`src/rtl/ip_mapperram_pkg.sv`:
```
// Shared types and helpers for the MSX memory-mapper RAM controller.
// Segment values travel through the helpers at full 8-bit width and are truncated by the caller.
package ip_mapperram_pkg;

  typedef enum logic [1:0] {
    IDLE      = 2'd0,
    ISSUE     = 2'd1,
    WAIT_DATA = 2'd2
  } state_t;

  function automatic logic [7:0] page_dec(
    input logic [1:0] page,
    input logic [7:0] seg0,
    input logic [7:0] seg1,
    input logic [7:0] seg2,
    input logic [7:0] seg3
  );
    logic [7:0] seg;
    case (page)
      2'd0:    seg = seg0;
      2'd1:    seg = seg1;
      2'd2:    seg = seg2;
      default: seg = seg3;
    endcase
    return seg;
  endfunction

  // Unimplemented upper segment bits read back as ones, as on real MSX mappers.
  function automatic logic [7:0] readback_pad(input logic [7:0] seg, input int seg_bits);
    logic [7:0] padded;
    for (int i = 0; i < 8; i++) begin
      padded[i] = (i < seg_bits) ? seg[i] : 1'b1;
    end
    return padded;
  endfunction

endpackage

```
`src/rtl/ip_mapperram_ex_if.sv`:
```
// Bundles the MSX-50BUS slave side and the RAM arbiter side of the mapper.
// The mapper is the slave; whoever drives the bus and serves the RAM port is the master.
interface ip_mapperram_ex_if #(
  parameter int SEG_BITS = 8
);

  logic [15:0]           bus_address;
  logic [7:0]            bus_write_data;
  logic                  bus_io_read;
  logic                  bus_io_write;
  logic                  bus_memory_read;
  logic                  bus_memory_write;
  logic                  bus_read_ready;
  logic [7:0]            bus_read_data;
  logic                  rd;
  logic                  wr;
  logic                  busy;
  logic [SEG_BITS+13:0]  address;
  logic [7:0]            wdata;
  logic [7:0]            rdata;
  logic                  rdata_en;

  modport slave (
    input  bus_address, bus_write_data, bus_io_read, bus_io_write,
    input  bus_memory_read, bus_memory_write, busy, rdata, rdata_en,
    output bus_read_ready, bus_read_data, rd, wr, address, wdata
  );

  modport master (
    output bus_address, bus_write_data, bus_io_read, bus_io_write,
    output bus_memory_read, bus_memory_write, busy, rdata, rdata_en,
    input  bus_read_ready, bus_read_data, rd, wr, address, wdata
  );

endinterface

```
`src/rtl/ip_mapperram_segregs.sv`:
```
// The four page segment registers with their I/O write decode and registered readback.
// Readback data appears one cycle after the I/O read edge and lasts one cycle.
module ip_mapperram_segregs
  import ip_mapperram_pkg::*;
#(
  parameter int          SEG_BITS = 8,
  parameter logic [7:0]  IO_BASE  = 8'hFC,
  parameter int          READBACK = 1
) (
  input  logic                     clk,
  input  logic                     n_reset,
  input  logic                     io_write,
  input  logic                     io_read_edge,
  input  logic [7:0]               io_addr,
  input  logic [7:0]               io_wdata,
  output logic [3:0][SEG_BITS-1:0] segs,
  output logic                     rb_valid,
  output logic [7:0]               rb_data
);

  logic       port_hit;
  logic [7:0] selected_seg;

  // IO_BASE is 4-aligned, so the upper six bits pick the block and the low two the page.
  assign port_hit     = (io_addr[7:2] == IO_BASE[7:2]);
  assign selected_seg = 8'(segs[io_addr[1:0]]);

  always_ff @(posedge clk or negedge n_reset) begin
    if (!n_reset) begin
      for (int n = 0; n < 4; n++) begin
        segs[n] <= SEG_BITS'(3 - n);
      end
    end else if (io_write && port_hit) begin
      segs[io_addr[1:0]] <= io_wdata[SEG_BITS-1:0];
    end
  end

  always_ff @(posedge clk or negedge n_reset) begin
    if (!n_reset) begin
      rb_valid <= 1'b0;
      rb_data  <= 8'd0;
    end else begin
      rb_valid <= (READBACK != 0) && io_read_edge && port_hit;
      rb_data  <= readback_pad(selected_seg, SEG_BITS);
    end
  end

endmodule

```
`src/rtl/ip_mapperram_ex.sv`:
```
// MSX memory-mapper RAM controller: strobe edge detection, segment translation and a
// request FSM that holds the latched request until the RAM arbiter drops busy.
module ip_mapperram_ex
  import ip_mapperram_pkg::*;
#(
  parameter int          SEG_BITS = 8,
  parameter logic [7:0]  IO_BASE  = 8'hFC,
  parameter int          READBACK = 1
) (
  input  logic                clk,
  input  logic                n_reset,
  ip_mapperram_ex_if.slave    bus,
  output logic                overrun
);

  logic                     mem_read_q;
  logic                     mem_write_q;
  logic                     io_read_q;
  logic                     mem_read_edge;
  logic                     mem_write_edge;
  logic                     io_read_edge;
  logic                     mem_edge;
  state_t                   state;
  state_t                   state_next;
  logic                     is_write;
  logic                     mem_done;
  logic [3:0][SEG_BITS-1:0] segs;
  logic                     rb_valid;
  logic [7:0]               rb_data;
  logic [7:0]               page_seg;
  logic [SEG_BITS-1:0]      seg_sel;

  assign mem_read_edge  = bus.bus_memory_read  && !mem_read_q;
  assign mem_write_edge = bus.bus_memory_write && !mem_write_q;
  assign io_read_edge   = bus.bus_io_read      && !io_read_q;
  assign mem_edge       = mem_read_edge || mem_write_edge;

  assign page_seg = page_dec(bus.bus_address[15:14],
                             8'(segs[0]), 8'(segs[1]), 8'(segs[2]), 8'(segs[3]));
  assign seg_sel  = page_seg[SEG_BITS-1:0];

  always_ff @(posedge clk or negedge n_reset) begin
    if (!n_reset) begin
      mem_read_q  <= 1'b0;
      mem_write_q <= 1'b0;
      io_read_q   <= 1'b0;
    end else begin
      mem_read_q  <= bus.bus_memory_read;
      mem_write_q <= bus.bus_memory_write;
      io_read_q   <= bus.bus_io_read;
    end
  end

  ip_mapperram_segregs #(
    .SEG_BITS (SEG_BITS),
    .IO_BASE  (IO_BASE),
    .READBACK (READBACK)
  ) u_segregs (
    .clk          (clk),
    .n_reset      (n_reset),
    .io_write     (bus.bus_io_write),
    .io_read_edge (io_read_edge),
    .io_addr      (bus.bus_address[7:0]),
    .io_wdata     (bus.bus_write_data),
    .segs         (segs),
    .rb_valid     (rb_valid),
    .rb_data      (rb_data)
  );

  always_ff @(posedge clk or negedge n_reset) begin
    if (!n_reset) begin
      state <= IDLE;
    end else begin
      state <= state_next;
    end
  end

  always_comb begin
    state_next = state;
    case (state)
      IDLE:      if (mem_edge)      state_next = ISSUE;
      ISSUE:     if (!bus.busy)     state_next = is_write ? IDLE : WAIT_DATA;
      WAIT_DATA: if (bus.rdata_en)  state_next = IDLE;
      default:                      state_next = IDLE;
    endcase
  end

  // Memory completion beats a coincident I/O readback; the bus never produces both at once.
  always_comb begin
    bus.rd             = 1'b0;
    bus.wr             = 1'b0;
    mem_done           = 1'b0;
    case (state)
      ISSUE: begin
        bus.rd = !bus.busy && !is_write;
        bus.wr = !bus.busy &&  is_write;
      end
      WAIT_DATA: mem_done = bus.rdata_en;
      default: ;
    endcase
    bus.bus_read_ready = mem_done || rb_valid;
    if (mem_done) begin
      bus.bus_read_data = bus.rdata;
    end else if (rb_valid) begin
      bus.bus_read_data = rb_data;
    end else begin
      bus.bus_read_data = 8'd0;
    end
  end

  // Request capture happens only in IDLE, so later segment writes never disturb a pending access.
  always_ff @(posedge clk or negedge n_reset) begin
    if (!n_reset) begin
      bus.address <= '0;
      bus.wdata   <= 8'd0;
      is_write    <= 1'b0;
      overrun     <= 1'b0;
    end else begin
      if (state == IDLE && mem_edge) begin
        bus.address <= {seg_sel, bus.bus_address[13:0]};
        bus.wdata   <= bus.bus_write_data;
        is_write    <= mem_write_edge;
      end
      if ((state != IDLE && mem_edge) || (state == IDLE && mem_read_edge && mem_write_edge)) begin
        overrun <= 1'b1;
      end
    end
  end

endmodule

```
`src/flat_wrapper.sv`:
```
// flat-port wrapper written by rule: the top's interface ports become plain ports
module ip_mapperram_ex_flat import ip_mapperram_pkg::*;
#(
  parameter int          SEG_BITS = 8,
  parameter logic [7:0]  IO_BASE  = 8'hFC,
  parameter int          READBACK = 1
)
  (clk, n_reset, overrun, bus_bus_address, bus_bus_write_data, bus_bus_io_read, bus_bus_io_write, bus_bus_memory_read, bus_bus_memory_write, bus_busy, bus_rdata, bus_rdata_en, bus_bus_read_ready, bus_bus_read_data, bus_rd, bus_wr, bus_address, bus_wdata);
  ip_mapperram_ex_if #(.SEG_BITS(SEG_BITS)) bus_i ();
  input  logic clk;
  input  logic n_reset;
  output logic overrun;
  input wire logic [$bits(bus_i.bus_address)-1:0] bus_bus_address;
  input wire logic [$bits(bus_i.bus_write_data)-1:0] bus_bus_write_data;
  input wire logic [$bits(bus_i.bus_io_read)-1:0] bus_bus_io_read;
  input wire logic [$bits(bus_i.bus_io_write)-1:0] bus_bus_io_write;
  input wire logic [$bits(bus_i.bus_memory_read)-1:0] bus_bus_memory_read;
  input wire logic [$bits(bus_i.bus_memory_write)-1:0] bus_bus_memory_write;
  input wire logic [$bits(bus_i.busy)-1:0] bus_busy;
  input wire logic [$bits(bus_i.rdata)-1:0] bus_rdata;
  input wire logic [$bits(bus_i.rdata_en)-1:0] bus_rdata_en;
  output wire logic [$bits(bus_i.bus_read_ready)-1:0] bus_bus_read_ready;
  output wire logic [$bits(bus_i.bus_read_data)-1:0] bus_bus_read_data;
  output wire logic [$bits(bus_i.rd)-1:0] bus_rd;
  output wire logic [$bits(bus_i.wr)-1:0] bus_wr;
  output wire logic [$bits(bus_i.address)-1:0] bus_address;
  output wire logic [$bits(bus_i.wdata)-1:0] bus_wdata;
  assign bus_i.bus_address = bus_bus_address;
  assign bus_i.bus_write_data = bus_bus_write_data;
  assign bus_i.bus_io_read = bus_bus_io_read;
  assign bus_i.bus_io_write = bus_bus_io_write;
  assign bus_i.bus_memory_read = bus_bus_memory_read;
  assign bus_i.bus_memory_write = bus_bus_memory_write;
  assign bus_i.busy = bus_busy;
  assign bus_i.rdata = bus_rdata;
  assign bus_i.rdata_en = bus_rdata_en;
  assign bus_bus_read_ready = bus_i.bus_read_ready;
  assign bus_bus_read_data = bus_i.bus_read_data;
  assign bus_rd = bus_i.rd;
  assign bus_wr = bus_i.wr;
  assign bus_address = bus_i.address;
  assign bus_wdata = bus_i.wdata;
  ip_mapperram_ex #(.SEG_BITS(SEG_BITS), .IO_BASE(IO_BASE), .READBACK(READBACK)) u_core (.clk(clk), .n_reset(n_reset), .bus(bus_i), .overrun(overrun));
endmodule
```
`config.mk`:
```
export PLATFORM = sky130hd
export DESIGN_NAME = ip_mapperram_ex_flat
export DESIGN_NICKNAME = d
export VERILOG_FILES = /design/src/rtl/ip_mapperram_pkg.sv /design/src/rtl/ip_mapperram_ex_if.sv /design/src/rtl/ip_mapperram_segregs.sv /design/src/rtl/ip_mapperram_ex.sv /design/src/flat_wrapper.sv
export SDC_FILE = /design/constraint.sdc
export NUM_CORES = 1
export LEC_CHECK = 0
export BUFFER_PORTS_ARGS = -buffer_cell sky130_fd_sc_hd__buf_2
export CELL_PAD_IN_SITES_DETAIL_PLACEMENT = 0
export CELL_PAD_IN_SITES_GLOBAL_PLACEMENT = 1
export CORE_UTILIZATION = 39
export DETAILED_ROUTE_END_ITERATION = 7
export PLACE_DENSITY_LB_ADDON = 0.15
export SLEW_MARGIN = 10
export SYNTH_ARGS = -nofsm -noshare
export SYNTH_HDL_FRONTEND = slang
export SYNTH_HIERARCHICAL = 1
export SYNTH_SLANG_ARGS = --single-unit
```
`constraint.sdc`:
```
create_clock -name clk -period 1.2 [get_ports clk]
set_input_delay 0.06 -clock clk [delete_from_list [all_inputs] [get_ports clk]]
set_output_delay 0.06 -clock clk [all_outputs]
set_load 0.02 [all_outputs]
```
# Word level (Yosys, flattened, before mapping)
# Cells that the tools add are included.
[totals] ff_bits=78 inputBits=40 out_inout_bits=42 elab_cells=64
[classes] eq_ne=8 n_lt_le_gt_ge=2 reduce_logical=24 n_mux=16
[op_table] operator="bitwise mux 32 bit" count=1
[op_table] operator="2-to-1 mux 8 bit" count=4
[op_table] operator="one-hot mux 8 bit (3 select lines)" count=1
[op_table] operator="binary-select mux 8 bit (select 2 bit)" count=1
[op_table] operator="demux 8 bit (select 2 bit)" count=1
[op_table] operator="logical AND 1 bit" count=12
[op_table] operator="2-to-1 mux 2 bit" count=4
[op_table] operator="== test 6 bit, second input constant" count=1
[op_table] operator="one-hot mux 2 bit (3 select lines)" count=1
[op_table] operator="logical NOT 1 bit" count=5
[op_table] operator="== test 2 x 1 -> 1 bit, second input constant" count=2
[op_table] operator="== test 2 bit, second input constant" count=2
[op_table] operator="logical NOT 2 bit" count=2
[op_table] operator="!= test 2 bit, second input constant" count=2
[op_table] operator="logical OR 1 bit" count=3
[op_table] operator="less-than comparator 2 x 3 -> 1 bit, second input constant" count=1
[op_table] operator="2-to-1 mux 1 bit" count=3
[op_table] operator="AND reduction 3 bit" count=1
[op_table] operator=">= comparator 2 x 1 -> 1 bit, second input constant" count=1
[op_table] operator="!= test 2 x 1 -> 1 bit, second input constant" count=1
[op_table] operator="nonzero test 2 bit" count=1

# Longest topological paths before layout
# Gate-level depths: netlist of the first run.
[logic_depth] ltp_word=5 depth_mapped=4 mapped_depth_nobuf=3

# Cells and area by module
# Netlist of the first run, hierarchy kept.
[modules_own_cells] mod="ip_mapperram_ex" seq_area_each_um2=925.9 cells_each=128 area_each_um2=1725.4 n_inst=1
[modules_own_cells] mod="ip_mapperram_segregs" seq_area_each_um2=1031.0 cells_each=93 area_each_um2=1720.4 n_inst=1

# Least setup slack after synthesis of the first run
# Ideal clock, no wire load.
[synth_path] path_type="reg2reg" startpoint="reg u_core.mem_read_q" endpoint="reg u_core.bus.address[0]" setup_time_ns=0.125 slack_ns=-0.109 period_less_slack_ns=1.309 t_required_ns=1.075 arrival_ns=1.184 path_buffers=1 stages_incl_launch_ff=5 path_cell_list="dfrtp_1 > and2b_1 > o21ai_2 > buf_4 > mux2_2"
[synth_via] elab_chain_cells=4
[synth_lines] element="start: declaration" line_no="ip_mapperram_ex.sv:16" rtl="logic mem_read_q;"
[synth_lines] element="start signal: assignment" line_no="ip_mapperram_ex.sv:48" rtl="mem_read_q <= bus.bus_memory_read;"
[synth_lines] element="logical NOT 1 bit" line_no="ip_mapperram_ex.sv:33" rtl="assign mem_read_edge = bus.bus_memory_read && !mem_read_q;"
[synth_lines] element="logical AND 1 bit" line_no="ip_mapperram_ex.sv:33"
[synth_lines] element="logical OR 1 bit" line_no="ip_mapperram_ex.sv:36" rtl="assign mem_edge = mem_read_edge || mem_write_edge;"
[synth_lines] element="logical AND 1 bit" line_no="ip_mapperram_ex.sv:119" rtl="if (state == IDLE && mem_edge) begin"
[synth_lines] element="end signal: assignment" line_no="ip_mapperram_ex.sv:120" rtl="bus.address <= {seg_sel, bus.bus_address[13:0]};"
[synth_lines] element="end: declaration" line_no="ip_mapperram_ex_if.sv:26" rtl="output bus_read_ready, bus_read_data, rd, wr, address, wdata"
# Every way passes these cells.
# A chain may end at the register's enable or synchronous reset.

# Final worst setup path of the first run
[layout_path] startpoint="reg u_core.state[0]" endpoint="out bus_bus_read_data[4]"
[layout_via] elab_chain_cells=3
[layout_lines] element="start: declaration" line_no="ip_mapperram_ex.sv:23" rtl="state_t state;"
[layout_lines] element="start signal: assignment" line_no="ip_mapperram_ex.sv:74" rtl="state <= state_next;"
[layout_lines] element="== test 2 bit" line_no="ip_mapperram_ex.sv:93" rtl="case (state)"
[layout_lines] element="2-to-1 mux 1 bit" line_no="ip_mapperram_ex.sv:93"
[layout_lines] element="2-to-1 mux 8 bit" line_no="ip_mapperram_ex.sv:102" rtl="if (mem_done) begin"
[layout_lines] element="end: declaration" line_no="flat_wrapper.sv:23" rtl="output wire logic [$bits(bus_i.bus_read_data)-1:0] bus_bus_read_data;"
# Every way passes these cells.

==> results of run 1 <==
==> layout make-up <==
class | count | area [sq um] | share of cell area, %
clock buffer | 13 | 169 | 3.30
clock inverter | 3 | 65.1 | 1.27
inverter | 2 | 7.51 | 0.147
multi-input combinational | 132 | 1570 | 30.7
sequential | 78 | 1960 | 38.3
tap | 105 | 131 | 2.57
timing repair buffer | 159 | 1210 | 23.7
==> through the flow <==
stage / setup TNS (ns) / setup slack, ns / std cells
after floorplan: -3.89 / -0.109 / 221
after global placement: -8.27 / -0.182 / 451
after detailed placement: -8.86 / -0.187 / 451
after CTS: -11.58 / -0.381 / 494
after global routing: -13.06 / -0.437 / 492
final: -10.99 / -0.359 / 492
==> per-layer routing <==
metal	global-route usage (%)	vias to the layer above	wire length, um
li1	-	1133	-
met1	26.1	1229	3550
met2	32.1	49	4080
met3	4.42	6	307
met4	5.60	0	72
met5	0	-	0
==> how the worst min path moves through the flow <==
| stage | start | end | slack, ns | depth (start not counted) |
|---|---|---|---|---|
| 2_1_floorplan | n_reset | u_core/bus.address[0]$_DFFE_PN0P_ | -0.24 | 0 |
| 4_1_cts | bus_bus_write_data[5] | u_core/bus.wdata[5]$_DFFE_PN0P_ | 0.0002 | 2 |
| 3_5_place_dp | n_reset | u_core/is_write$_DFFE_PN0P_ | -0.04 | 1 |
| 3_3_place_gp | n_reset | u_core/is_write$_DFFE_PN0P_ | -0.04 | 1 |
| 5_1_grt | bus_bus_write_data[5] | u_core/bus.wdata[5]$_DFFE_PN0P_ | 0.007 | 2 |
| 6_report | bus_bus_write_data[5] | u_core/bus.wdata[5]$_DFFE_PN0P_ | 0.02 | 2 |
==> critical path, stage by stage (launching register included) <==
cell and delay [ns]:
dfrtp_1 0.40, buf_6 0.13, nand3b_1 0.16, buf_6 0.16
nand3_1 0.10, nand2_1 0.06, buf_2 0.15
==> sequential cells by signal (all words and copies together), names as in the netlist <==
signal and flops:
u_core/bus.address 22, u_core/bus.wdata 8, u_core/io_read_q 1, u_core/is_write 1
u_core/mem_read_q 1, u_core/mem_write_q 1, u_core/overrun 1, u_core/state 2
u_core/u_segregs/rb_data 8, u_core/u_segregs/rb_valid 1, u_core/u_segregs/segs 32
==> power breakdown <==
group          internal [W]  switching (W)
Clock               0.00134       0.000919
Combinational       0.00187        0.00158
Sequential          0.00318       0.000291
Total               0.00640        0.00279
==> repair_timing <==
item,4_1_cts,5_1_grt
pin swaps,3,1
endpoints found under the hold margin,94,0
buffers inserted,7,0
endpoints found under the setup margin,41,43
gates cloned,3,0
hold buffers,17,0
gates resized for setup,55,12
==> kinds of logic after synthesis <==
family | Yosys count
flip-flops | 78
multiplexers | 78
AO/OA/AOI/OAI | 5
buffers and inverters | 11
AND/OR/NAND/NOR | 49
==> placed cells by master, fill, tap and decap left out, types with 2 or more instances in the layout <==
cell type,instances
buf_12,5
nor4_4,2
mux4_2,16
buf_16,2
nor2b_1,2
bufinv_16,2
nand2_1,18
buf_2,71
inv_1,2
buf_6,13
buf_4,51
and2b_2,2
clkbuf_8,12
dfrtp_1,74
mux2_4,33
nor2_1,3
nand3_1,8
dlygate4sd3_1,17
dfstp_2,4
nor2_4,2
mux2_2,29
nand3_2,2
nor3_1,2
==> results by group, run 1 <==
Critical path
  • Setup CP Type: flip-flop to output pin
  • Reg2reg end: u_core/bus.address[11]$_DFFE_PN0P_
  • Worst-case reg-to-reg path depth: 5
  • Worst-path maximum fanout: 9
  • Critical Path Source: u_core/state[0]$_DFFE_PN0P_
  • R2r setup slk: -0.29 ns
  • Worst Path Required: between 1 and 1.5 ns
  • CP arrival: approximately 1.5 ns
  • Setup crit end: bus_bus_read_data[4]
  • R2R Path Start: u_core/mem_read_q$_DFF_PN0_
  • Worst Setup Start Kind: flip-flop
  • CP endpoint kind: output pin

Placed design
  • Buffers on Ports: 81
  • HPWL after detailed placement: 5350 um
  • Placed Area: around 4400 sq um
  • Gpl congestion: a little over 0.7

Logic synthesis
  • Number of synthesized register bits: ~80
  • Cell Area, Synth: approximately 3400 sq um
  • Post-synth top cells: dfrtp_1 (74), mux2_2 (62), nand2_1 (19), mux4_2 (16), nand3_1 (9)
  • Most common cell in the netlist: dfrtp_1
  • XOR/XNOR share of the synthesized area: 0%
  • Synth area leader: dfrtp_1
  • Fraction of the mapped netlist area in compound gates: roughly 1.2%
  • Mux cell area share after synthesis: between 30% and 40%
  • Syn Area/Cell: ~16 sq um
  • Seq/Total Area, Yosys: a little under three fifths
  • Post-Synth Adder-Cell Area: 0%
  • Syn Inst Count: 221
  • Yosys cell types: 30
  • Area contributors post-synth: dfrtp_1 (54%), mux2_2 (20%), mux4_2 (10%)
  • Post-synthesis async set-or-reset flop share: 100%
  • Mapped Nets: between 200 and 300
  • Post-Synth Simple-Gate Area: under 10%
  • Post-synth top flop: dfrtp_1
  • Synth top area share: 53.7%
  • EDFF count, synth: 0
  • Ys Warns: 6
  • Combinational family with the most area after synthesis: multiplexers

Global route
  • Total GRT Usage: 19.6%
  • First-pass GRT wire length: 13100 um
  • Initial antenna violation count: 0
  • Pin count of the biggest net entering global routing: 33
  • Vias in the first global route: roughly 2500
  • Gr ovfl total: 0

Worst hold path
  • Hold Path Class: input pin to flip-flop

Finish
  • FILL cells: slightly below 700
  • ANT cells: 0
  • Final Cell Area: 5110 sq um
  • Layout area overhead: 48.3%
  • Share of cells above drive strength 1: roughly two thirds
  • Layout Utilization: slightly above 60%
  • Nets: about 420

Floorplanning
  • Die area: 9220 sq um
  • Initial core utilization: ~40%
  • Io pins: between 80 and 90
  • Chip height: approximately 96 um
  • Core Area: between 8000 and 9000 sq um
  • Die Wd: about 96 um
  • FP Rows: 33

Routing
  • Vias per Instance: around 5
  • Routed wire length: between 8000 and 9000 um
  • Final ANT Viol Nets: 0
  • Via Count: approximately 2400
  • Drt drc: 0
  • Drt wl/cell: 16.3 um
  • Drt initial violations: 58
  • Router iterations before antenna repair: 4

Clock network
  • Reg clk slew, reported paths: about 0.080 ns
  • H-tree depth: 3
  • Worst-Skew Late Latency: 0.34 ns
  • Clock Sink Count: about 80
  • Max Buffers Root-to-Sink: 2
  • Root Buffer: clkbuf_8
  • TritonCTS buffer count: 9
  • CTS tree: built

STA
  • Worst-margin pin slew: 0.419 ns
  • Setup violators final: around 40
  • Max-slew violations: 0
  • Final Hold Vio Count: 0
  • Final clock skew: ~0.010 ns
  • Tcrit/Tclk final: 130%
  • Unrepaired setup endpoints after global routing: true
  • F_max: between 600 and 700 MHz
  • Final worst hold slack: between 0.015 and 0.02 ns
  • Max-slew headroom: 72.1%
  • Final setup margin: -0.359 ns
  • Fin crit period: 1.56 ns

Power and ir drop
  • Power density over cell area: ~1800 nW/um^2
  • Power Total: around 0.0092 W
  • Worst vdd ir: approximately 1.4 mV
  • Leak Pwr: 2.63 nW

Run status
  • Status: complete, but fails checks
  • Failing checks: setup timing

Flow run
  • Total of max-cap violations: 0
Note: power is estimated with default switching activity, not from simulation.
==> run 2: changes to the inputs <==
--- a/config.mk
+++ b/config.mk
@@ -6,9 +6,9 @@
 export NUM_CORES = 1
 export LEC_CHECK = 0
 export BUFFER_PORTS_ARGS = -buffer_cell sky130_fd_sc_hd__buf_2
-export CELL_PAD_IN_SITES_DETAIL_PLACEMENT = 0
-export CELL_PAD_IN_SITES_GLOBAL_PLACEMENT = 1
-export CORE_UTILIZATION = 39
+export CELL_PAD_IN_SITES_DETAIL_PLACEMENT = 1
+export CELL_PAD_IN_SITES_GLOBAL_PLACEMENT = 2
+export CORE_UTILIZATION = 33
 export DETAILED_ROUTE_END_ITERATION = 7
 export PLACE_DENSITY_LB_ADDON = 0.15
 export SLEW_MARGIN = 10
==> results by group, run 2 (same netlist as run 1, synthesis figures left out) <==
Placed design
  • HPWL after detailed placement: 5960 um (+11%)
  • Buffers on Ports: 81 (unchanged)
  • Gpl congestion: 0.724 (+1.7%)
  • Placed Cells: 478 (+6.0%)
  • Placement Setup Slack: -0.216 ns (-0.0282 ns)

Finish
  • Top flop regs: u_core/u_segregs/segs: 32 flops, u_core/bus.address: 22 flops
  • Final non-filler cell total: 524 (+6.5%)
  • Share of cells above drive strength 1: 70.8% (+5.7 points)
  • Layout area overhead: 54.0%
  • FILL cells: 1010 (+47%)
  • Most common cell after layout, fill and taps aside: dfrtp_1
  • Most frequent cells in the layout: dfrtp_1 (74), buf_2 (69), buf_4 (47)
  • Number of flip-flops in the largest register: 32 (unchanged)
  • Nets: 426 (+0.95%)
  • ANT cells: 0 (unchanged)
  • Largest Register: u_core/u_segregs/segs

STA
  • F_max: 648 MHz (+1.0%)
  • Setup violators final: 42 (+2.4%)
  • Unrepaired setup endpoints after global routing: true
  • Final setup margin: -0.344 ns (+0.0154 ns)
  • Tcrit/Tclk final: 129% (-1.3 points)
  • Max-slew headroom: 74.9% (+2.9 points)
  • Fin crit period: 1.54 ns (-0.0154 ns)
  • Final clock skew: 0.00894 ns (-0.00112 ns)
  • Final Hold Vio Count: 0 (unchanged)
  • Max-slew violations: 0 (unchanged)
  • Worst-margin pin slew: 0.376 ns (-0.0433 ns)

Routing
  • Drt initial violations: 88 (+52%)
  • Final ANT Viol Nets: 0 (unchanged)
  • Drt wl/cell: 17.7 um (+8.6%)
  • Top layer in use: met4
  • Vias per Instance: 4.71 (-4.0%)
  • WL met1: 4170 um (+18%)
  • Met2 wire len: 4620 um (+13%)
  • Met3 routed WL: 369 um (+20%)
  • Routed wire length: 9260 um (+16%)
  • Drt drc: 0 (unchanged)
  • Via Count: 2470 (+2.2%)
  • Router iterations before antenna repair: 4 (unchanged)

Floorplanning
  • Io pins: 82 (unchanged)
  • Chip height: 104 um (+8.5%)
  • Initial core utilization: 34.6% (-6.5 points)
  • Die Wd: 104 um (+8.5%)
  • Die area: 10900 sq um (+18%)
  • Core Area: 9950 sq um (+19%)
  • FP Rows: 36 (+9.1%)

Critical path
  • R2R Path Start: u_core/mem_read_q$_DFF_PN0_
  • Crit path largest cell delay: 0.40 ns (about the same)
  • CP max-delay cell: dfrtp_1
  • Most common cell on crit path: buf_6
  • CP cell instances: buf_6, nand3b_1, buf_6, nand3_2, nand2_2, buf_6
  • Setup CP Type: flip-flop to output pin
  • Worst Setup Start Kind: flip-flop
  • CP endpoint kind: output pin
  • R2r setup slk: -0.34 ns (-0.05 ns)
  • Setup crit end: bus_bus_read_data[3]
  • Worst Path Required: 1.14 ns (about the same)
  • CP arrival: 1.48 ns (-0.02 ns)
  • Critical Path Source: u_core/state[0]$_DFFE_PN0P_
  • Worst-path maximum fanout: 5 (-4)
  • Reg2reg end: u_core/bus.address[16]$_DFFE_PN0P_
  • Worst-case reg-to-reg path depth: 5 (unchanged)

Global route
  • First-pass GRT wire length: 14400 um (+10%)
  • Initial antenna violation count: 0 (unchanged)
  • Pin count of the biggest net entering global routing: 24 (-27%)
  • Total GRT Usage: 17.3% (-2.3 points)
  • Gr ovfl total: 0 (unchanged)
  • Vias in the first global route: 2743 (+8.2%)

Power and ir drop
  • Power density over cell area: 1780 nW/um^2 (-1.3%)
  • Worst vdd ir: 0.824 mV (-40%)
  • Leak Pwr: 2.65 nW (+1.0%)

Run status
  • Status: complete, but fails checks
  • Failing checks: setup timing

Clock network
  • Clock Sink Count: 78 (unchanged)
  • CTS tree: built
  • Max Buffers Root-to-Sink: 2 (unchanged)
  • Root Buffer: clkbuf_8
  • Worst-Skew Late Latency: 0.35 ns (about the same)
  • TritonCTS buffer count: 9 (unchanged)
  • Reg clk slew, reported paths: 0.08 ns (about the same)
  • H-tree depth: 3 (unchanged)

Worst hold path
  • Hold Path Class: input pin to flip-flop

Flow run
  • Total of max-cap violations: 0 (unchanged)
[run 2: cell count changes in the layout (fill, tap and decap cells not counted), moves of 2 or more]
cell,before,now
buf_12,5,7
buf_16,2,0
buf_2,71,69
buf_4,51,47
buf_6,13,21
clkbuf_16,0,2
clkbuf_8,12,10
nand2_1,18,10
nand2_2,1,9
nand3_1,8,1
nand3_2,2,9
nor3_1,2,0
[run 2: worst min path at each step]
stage | cells after the start | slack, ns | endpoint | from
2_1_floorplan | 0 | -0.24 | u_core/bus.address[0]$_DFFE_PN0P_ | n_reset
3_3_place_gp | 1 | -0.03 | u_core/u_segregs/rb_data[5]$_DFF_PN0_ | n_reset
3_5_place_dp | 1 | -0.03 | u_core/bus.address[17]$_DFFE_PN0P_ | n_reset
4_1_cts | 2 | 0.0009 | u_core/u_segregs/segs[27]$_DFFE_PN0P_ | bus_bus_write_data[3]
5_1_grt | 2 | 0.03 | u_core/bus.wdata[3]$_DFFE_PN0P_ | bus_bus_write_data[3]
6_report | 2 | 0.03 | u_core/u_segregs/segs[27]$_DFFE_PN0P_ | bus_bus_write_data[3]
[run 2: layer usage]
layer | GRT usage, % | vias up
li1 | - | 1140
met3 | 3.76 | 9
met4 | 5.20 | 0
met1 | 23.2 | 1260
met5 | 0 | -
met2 | 28.0 | 61
[run 2: area by class of cell]
class	count	area [sq um]	area share [%]
inverters	2	7.51	0.141
clock inverters	5	81.3	1.53
well taps	133	166	3.14
clock buffers	11	141	2.66
flip-flops and latches	78	1960	36.9
multi-input cells	132	1650	31.2
repair buffers	163	1300	24.5
[run 2: per-stage QoR]
stage	power [W]	instance area [sq um]	hold WS, ns	TNS (ns)	util, %
floorplan	0.00506	3460	-0.236	-3.89	-
global route	0.00989	5310	0.0267	-14.40	53.3
CTS	0.00879	5010	0.000896	-10.21	50.3
detailed placement	0.00613	4440	-0.0290	-10.67	44.6
finish	0.00942	5310	0.0296	-12.08	53.3
global placement	0.00607	4440	-0.0270	-8.31	44.6
[run 2: report_power, final]
group | leakage [nW] | switching (W) | internal, W
sequential | 1.00 | 0.000314 | 0.00318
combinational | 1.54 | 0.00170 | 0.00202
clock | 0.110 | 0.000974 | 0.00123
[run 2: timing repair]
action                                  CTS  global route
endpoints found under the setup margin   41            42
hold buffers                             16             0
pin swaps                                 4            11
cloned                                    2             3
resized for setup                        30            65
endpoints found under the hold margin    95             0
buffers inserted                          6             4
[run 2: critical path: cells and delay by family (launching register included)]
family | cells | cell delay (ns)
buf+inv | 3 | 0.41
flops | 1 | 0.40
simple gates | 3 | 0.32
